<file path="src/rtl/fft8_frame_loader.sv">
// fft8_frame_loader
//
// Framing stage in front of the 8-point radix-2 DIF FFT core. Incoming
// samples are double-buffered into 8-sample frames. Each full frame is
// replayed as a 10-cycle valid burst: 8 samples followed by 2 zero cycles
// that give the core time to compute. After the last real frame, one
// all-zero flush burst is appended so that the core emits the final
// spectrum. bin_valid/bin_idx mark which cycles of the core's serial
// output carry real bins of the previous real frame.
//
// Ports
//   clk          rising-edge clock
//   rst          asynchronous reset, active high
//   s_data       input sample
//   s_valid      input sample present
//   s_ready      loader can accept a sample (combinational)
//   fft_valid    drives the core's valid input (registered)
//   fft_data     drives the core's data_in input (registered)
//   frame_start  high in phase 0 of every burst (registered)
//   bin_valid    core output is a real bin of the previous frame (registered)
//   bin_idx      bin number of the core output, 0 when bin_valid is low
module fft8_frame_loader #(
  parameter int DATA_W = 16
) (
  input  logic              clk,
  input  logic              rst,
  input  logic [DATA_W-1:0] s_data,
  input  logic              s_valid,
  output logic              s_ready,
  output logic              fft_valid,
  output logic [DATA_W-1:0] fft_data,
  output logic              frame_start,
  output logic              bin_valid,
  output logic [2:0]        bin_idx
);

  typedef enum logic [1:0] {
    IDLE  = 2'd0,
    SEND  = 2'd1,
    FLUSH = 2'd2
  } state_t;

  localparam logic [3:0] LAST_SAMPLE = 4'd7;
  localparam logic [3:0] LAST_PHASE  = 4'd9;

  logic [DATA_W-1:0] bank [2][8];
  logic [1:0]        full, full_next;
  logic              wr_bank;
  logic [2:0]        wr_idx;
  logic              wr_fire;
  logic              rd_bank, rd_bank_next;
  state_t            state, state_next;
  logic [3:0]        phase, phase_next;
  logic              prev_real, prev_real_next;

  // Next values of the registered outputs, derived from the next state so
  // that the outputs line up with the state and phase they describe.
  logic              valid_next;
  logic [DATA_W-1:0] data_next;
  logic              start_next;
  logic              bin_valid_next;
  logic [2:0]        bin_idx_next;

  // Held low during reset so nothing is accepted while the buffers clear.
  assign s_ready = !full[wr_bank] && !rst;
  assign wr_fire = s_valid && s_ready;

  // NOTE: every signal written here gets a default first; a path that
  // skips an assignment would otherwise infer a latch.
  always_comb begin
    state_next     = state;
    phase_next     = phase;
    rd_bank_next   = rd_bank;
    prev_real_next = prev_real;
    full_next      = full;

    // The write side only ever completes a bank that is not full, and the
    // read side only releases a full one, so these never hit the same bit.
    if (wr_fire && wr_idx == 3'd7) begin
      full_next[wr_bank] = 1'b1;
    end

    case (state)
      IDLE: begin
        if (full[rd_bank]) begin
          state_next = SEND;
          phase_next = '0;
        end
      end
      SEND: begin
        phase_next = phase + 4'd1;
        if (phase == LAST_SAMPLE) begin
          full_next[rd_bank] = 1'b0;
          rd_bank_next       = !rd_bank;
        end
        if (phase == LAST_PHASE) begin
          phase_next     = '0;
          prev_real_next = 1'b1;
          // rd_bank already points at the other bank since phase 7.
          state_next     = full[rd_bank] ? SEND : FLUSH;
        end
      end
      FLUSH: begin
        phase_next = phase + 4'd1;
        // A frame that completes mid-flush waits here; the flush always
        // runs its full 10 cycles so the core counter stays aligned.
        if (phase == LAST_PHASE) begin
          phase_next     = '0;
          prev_real_next = 1'b0;
          state_next     = full[rd_bank] ? SEND : IDLE;
        end
      end
      default: begin
        state_next = IDLE;
        phase_next = '0;
      end
    endcase

    valid_next = (state_next != IDLE);
    data_next  = '0;
    // rd_bank only changes on the 7->8 step, where the data is zero anyway.
    if (state_next == SEND && phase_next <= LAST_SAMPLE) begin
      data_next = bank[rd_bank][phase_next[2:0]];
    end
    start_next     = valid_next && (phase_next == 4'd0);
    bin_valid_next = valid_next && (phase_next <= LAST_SAMPLE) && prev_real_next;
    bin_idx_next   = bin_valid_next ? phase_next[2:0] : 3'd0;
  end

  // NOTE: state registers use non-blocking assignments so every register
  // samples the pre-edge values regardless of statement order.
  always_ff @(posedge clk or posedge rst) begin
    if (rst) begin
      state       <= IDLE;
      phase       <= '0;
      rd_bank     <= 1'b0;
      prev_real   <= 1'b0;
      full        <= '0;
      wr_bank     <= 1'b0;
      wr_idx      <= '0;
      fft_valid   <= 1'b0;
      fft_data    <= '0;
      frame_start <= 1'b0;
      bin_valid   <= 1'b0;
      bin_idx     <= '0;
    end else begin
      state       <= state_next;
      phase       <= phase_next;
      rd_bank     <= rd_bank_next;
      prev_real   <= prev_real_next;
      full        <= full_next;
      if (wr_fire) begin
        wr_idx <= wr_idx + 3'd1;
        if (wr_idx == 3'd7) begin
          wr_bank <= !wr_bank;
        end
      end
      fft_valid   <= valid_next;
      fft_data    <= data_next;
      frame_start <= start_next;
      bin_valid   <= bin_valid_next;
      bin_idx     <= bin_idx_next;
    end
  end

  // NOTE: the sample banks carry no reset; clearing the full flags is what
  // discards their contents, and a stale word is never read before rewrite.
  always_ff @(posedge clk) begin
    if (wr_fire) begin
      bank[wr_bank][wr_idx] <= s_data;
    end
  end

endmodule

</file>
<file path="config.mk">
export PLATFORM = sky130hd
export DESIGN_NAME = fft8_frame_loader
export DESIGN_NICKNAME = d
export VERILOG_FILES = /design/src/rtl/fft8_frame_loader.sv
export SDC_FILE = /design/constraint.sdc
export NUM_CORES = 1
export LEC_CHECK = 0
export CAP_MARGIN = 20
export CORE_UTILIZATION = 55
export DETAILED_ROUTE_END_ITERATION = 6
export GPL_TIMING_DRIVEN = 0
export PLACE_DENSITY = 0.73
export SETUP_SLACK_MARGIN = 0.15
export SLEW_MARGIN = 10
export SYNTH_ARGS = -nofsm -noshare
export SYNTH_HDL_FRONTEND = slang
export SYNTH_SLANG_ARGS = --single-unit
export TNS_END_PERCENT = 10
</file>
<file path="constraint.sdc">
create_clock -name clk -period 6.4 [get_ports clk]
set_clock_uncertainty 0.1 [all_clocks]
set_input_delay 1.28 -clock clk [delete_from_list [all_inputs] [get_ports clk]]
set_output_delay 1.28 -clock clk [all_outputs]
set_load 0.05 [all_outputs]
</file>
### Word-level counts from Yosys, hierarchy flattened

Memory sizes are Yosys's and may differ from the RTL's.
Cells that the tools add are included.

* muxes and demuxes: 32
* shift operators: 0
* reductions and logical operators: 20
* bitwise logic cells: 5
* divide/modulo/power cells: 0
* multiply operators: 0
* eq/ne operators: 6
* order comparisons: 8
* add/sub/neg operators: 2

Operators with widths (count)
* $mux W128: 1
* $mux W16: 4
* $bmux W16 S3: 1
* $demux W16 S3: 1
* $mux W2: 7
* $logic_and A1 B1 Y1: 10
* $mux W1: 10
* $ge A4 B4 Y1 const B: 2
* $mux W4: 2
* $not A3 Y4: 2
* $pmux W4 S2: 1
* $pmux W2 S3: 1
* $add A4 B1 Y4 const B: 1
* $eq A2 B1 Y1 const B: 2
* $eq A4 B3 Y1 const B: 1
* $eq A4 B4 Y1 const B: 1
* $le A4 B3 Y1 const B: 1
* $logic_not A1 Y1: 4
* $logic_not A4 Y1: 1
* $lt A1 B2 Y1 const B: 2
* $lt A4 B1 Y1 const B: 1
* $reduce_and A2 Y1: 2
* $add A3 B1 Y3 const B: 1
* $eq A3 B3 Y1 const B: 1
* other kinds (11): 13

* register bits after elaboration: 36
* bits in latches: 0
* output and inout bits: 23
* word-level logic and storage cells: 86
* RAM bits: 256
* memory bits (read-only): 0
* memories: 1

Memory list
* bank: words 2, width 128, read ports 1, clocked after Yosys merged registers in 0, wr ports 1, line 46 `logic [DATA_W-1:0] bank [2][8];`

### Longest topological paths before layout

* depth in word-level cells: 10
* mapped depth: 10
* depth with buffers taken out: 8

### Least setup slack after synthesis

No wires, ideal clock.

* path type: input to register
* start point: in rst
* end point: mem bank[0][112] in the netlist's numbering, enable pin
* path buffers: 0
* stages: 4
* path slack: 1.422 ns
* data arrival time: 4.469 ns
* library setup time: 0.409 ns
* cells stage by stage: a211oi_1 nand2_1 or3_1 nor3_1

* word-level cells in the longest chain between the ends: 5

Ends and longest elaborated chain
* from (decl): line 26 `input logic rst,`
* $logic_not A1 Y1 (no line)
* $logic_and A1 B1 Y1: line 65 `assign s_ready = !full[wr_bank] && !rst;`
* $logic_and A1 B1 Y1: line 66 `assign wr_fire = s_valid && s_ready;`
* $mux W1: line 169 `if (wr_fire) begin`
* $mux W128 (implied by the code): line 170 `bank[wr_bank][wr_idx] <= s_data;`
* to (decl): line 46

Every way passes these cells.

### Worst setup path in the final report

* start point: in rst
* end point: out s_ready

* word-level cells in the longest chain between the ends: 2

Ends and longest elaborated chain
* $logic_not A1 Y1 (no line)
* $logic_and A1 B1 Y1: line 65
* to (decl): line 29 `output logic s_ready,`

Every way passes these cells.

==> flow_metrics.env <==
export IMPL_dp_hpwl_um=17000
export IMPL_reg2reg_slack_ns=3.31
export IMPL_powerDensity_nw_per_um2=476
export IMPL_cp_slowest_stage_delay_ns=0.88
export IMPL_most_common_layout_cells="edfxtp_1, mux4_2, clkdlybuf4s50_1"
export IMPL_syn_to_final_growth_pct=16.8
export IMPL_grt_use_total_pct=25.2
export IMPL_peakVddDrop_uv=269
export IMPL_numPortBuffers=41
export IMPL_setup_viol=0
export IMPL_insertion_delay_ns=0.55
export IMPL_syn_instance_count=582
export IMPL_grt_pass1_wl_um=38800
export IMPL_max_clock_freq_mhz=231
export IMPL_max_cap_violations=0
export IMPL_max_clock_path_buffers=3
export IMPL_maxSlewViolCount=0
export IMPL_utilization_pct=65.8
export IMPL_antenna_cells=0
export IMPL_ys_flop_type="edfxtp_1"
export IMPL_startpoint="rst"
export IMPL_ant_nets=0
export IMPL_grt_max_degree=27
export IMPL_yosys_cell_types_count=54
export IMPL_synth_edf_count=256
export IMPL_start_kind="input pin"
export IMPL_firstDrtPassIters=5
export IMPL_status="finished, final reports clean"
export IMPL_slew_headroom_pct=34.5
export IMPL_netlist_area_sq_um=11500
export IMPL_cp_end_kind="output port"
export IMPL_yosysWarningCount=0
export IMPL_cp_slowest_cell="clkdlybuf4s50_1"
export IMPL_clkTransAtPathRegs_ns=0.06
export IMPL_avgSynthCellArea_sq_um=19.7
export IMPL_period_needed_ns=4.33
export IMPL_rows=52
export IMPL_start_util_pct=56.4
export IMPL_critPathMaxFanout=3
export IMPL_routedWlPerCell_um=26.6
export IMPL_wl_um=25700
export IMPL_worstSetupPathType="in -> out"
export IMPL_crit_arrival_ns=2.95
export IMPL_min_period_over_period_pct=67.7
export IMPL_drc=0
export IMPL_dieArea_sq_um=21400
export IMPL_cts_hold_buf=0
export IMPL_gp_congestion=0.795
export IMPL_endpoint="s_ready"
export IMPL_fp_dieW_um=146
export IMPL_grt_antenna_before_repair=0
export IMPL_synth_nets=609
export IMPL_mostFrequentLayoutCell="edfxtp_1"
export IMPL_p_leak_nw=4.41
export IMPL_cts_resized=0
export IMPL_worstMarginPinSlew_ns=0.982
export IMPL_yosysSeqAreaShare_pct=74.8
export IMPL_ff2ff_path_depth=8
export IMPL_cts_tree="yes"
export IMPL_min_path_type="reg -> reg"
export IMPL_synth_seq_cells=292
export IMPL_fin_ws_ns=2.07
export IMPL_crit_required_ns=5.02
export IMPL_post_cts_buffers=0
export IMPL_via_count=6125
export IMPL_ios=42
export IMPL_path_common_cell="clkdlybuf4s50_1"
export IMPL_rsz0062_at_grt="false"
export IMPL_place_ws_ns=2.08
export IMPL_htreeDepth=1
export IMPL_crit_chain="clkdlybuf4s50_1, a211oi_1, clkdlybuf4s50_1"
export IMPL_final_nets=701
export IMPL_core_area_sq_um=20400
export IMPL_numCtsBuffers=28
export IMPL_clockRootBuffer="clkbuf_16"
export IMPL_finalHoldViolations=0
export IMPL_drive_above_1_share_pct=24.9
export IMPL_overflow=0
export IMPL_grt_pass1_vias=6197
export IMPL_vias_per_cell=6.34
export IMPL_rr_endpoint="fft_data[14]$_DFF_PP0_"
export IMPL_r2r_start="state[0]$_DFF_PP0_"
export IMPL_drt_iter0_markers=503
export IMPL_cts_num_sinks=292
export IMPL_setup_tns_final_ns=0
export IMPL_die_h_um=146
export IMPL_async_flop_share_pct=12.3
-- worst min-delay path by stage --
stage,start,end,slack (ns),depth (start not counted)
final,full[0]$_DFF_PP0_,full[0]$_DFF_PP0_,0.47,1
after global routing,full[0]$_DFF_PP0_,full[0]$_DFF_PP0_,0.50,1
after CTS,wr_idx[0]$_DFFE_PP0N_,wr_idx[0]$_DFFE_PP0N_,0.47,1
after detailed placement,wr_idx[0]$_DFFE_PP0N_,wr_idx[0]$_DFFE_PP0N_,0.46,1
after global placement,full[0]$_DFF_PP0_,full[0]$_DFF_PP0_,0.41,1
after floorplan,full[0]$_DFF_PP0_,full[0]$_DFF_PP0_,0.39,1
-- synthesized netlist by cell type (all sizes together), types with 2 or more instances --
cell     instances  share of area, %
a2111oi          2              0.21
a211oi           7              0.46
a21oi            2             0.087
buf             26               1.7
clkbuf           6              0.20
dfrtp           36               7.8
edfxtp         256                67
ha               8              0.87
inv             11              0.36
mux2             8              0.79
mux2i           13               1.1
mux4            56                11
nand2           10              0.33
nand2b           3              0.16
nand3            5              0.22
nand3b           4              0.26
nand4            2              0.11
nor2            34               1.1
nor2b            2              0.11
nor3            30               1.3
nor3b            2              0.13
nor4            16               1.3
nor4b            3              0.23
o2111ai          8              0.61
o21ai            3              0.13
o221ai           2              0.15
o32ai            7              0.70
or3              2              0.11
xnor2            3              0.23
-- power by group --
group	total (mW)	leakage (nW)	switching, mW	internal (mW)
clock	1.50	0.412	0.660	0.845
combinational	2.56	1.22	1.55	1.01
sequential	2.31	2.78	0.0763	2.24
total	6.38	4.41	2.28	4.09
-- metrics by stage --
step,cells,hold WS (ns),cell area [sq um],power (mW)
2_1_floorplan,582,0.392,11500,4.08
3_3_place_gp,893,0.414,12200,4.79
3_5_place_dp,914,0.457,12600,4.88
4_1_cts,966,0.466,13400,6.38
5_1_grt,966,0.501,13400,6.62
6_report,966,0.470,13400,6.38
-- registers in the layout (all words and copies together), names as in the netlist, 2 cells and up --
register  cells
bank        256
wr_idx        3
full          2
phase         4
fft_data     16
bin_idx       3
state         2
-- cell type report --
type / instances / area (sq um)
clock inverters: 9 / 52.6
repair buffers: 62 / 698
flip-flops and latches: 292 / 8590
clock buffers: 43 / 787
well taps: 270 / 338
plain buffers: 32 / 220
inverters: 11 / 41.3
multi-input cells: 247 / 2680
fillers: 1274 / 6960
-- per-layer routing --
metal	GRT usage (%)	routed length, um	vias to the layer above
met2	41.0	12600	350
met4	9.74	773	0
li1	-	-	2584
met1	34.4	10200	3138
met3	4.47	2090	53
met5	0	0	-
-- critical path, delay by kind of cell --
| kind | cells | cell delay, ns |
|---|---|---|
| buffers and inverters | 2 | 1.31 |
| AOI/OAI and AO/OA | 1 | 0.36 |
-- cells by family (layout without fill, tap and decap cells) --
family | Yosys count | after routing | synth area share [%]
buffers and inverters | 43 | 157 | 2.28
AOI/OAI and AO/OA | 42 | 42 | 3.15
xor gates and xnor gates | 3 | 3 | 0.229
muxes | 77 | 77 | 13.0
adders and majority gates | 8 | 8 | 0.872
DFF | 292 | 292 | 74.8
and+or+nand+nor | 117 | 117 | 5.63
Note: power is estimated with default switching activity, not from simulation.
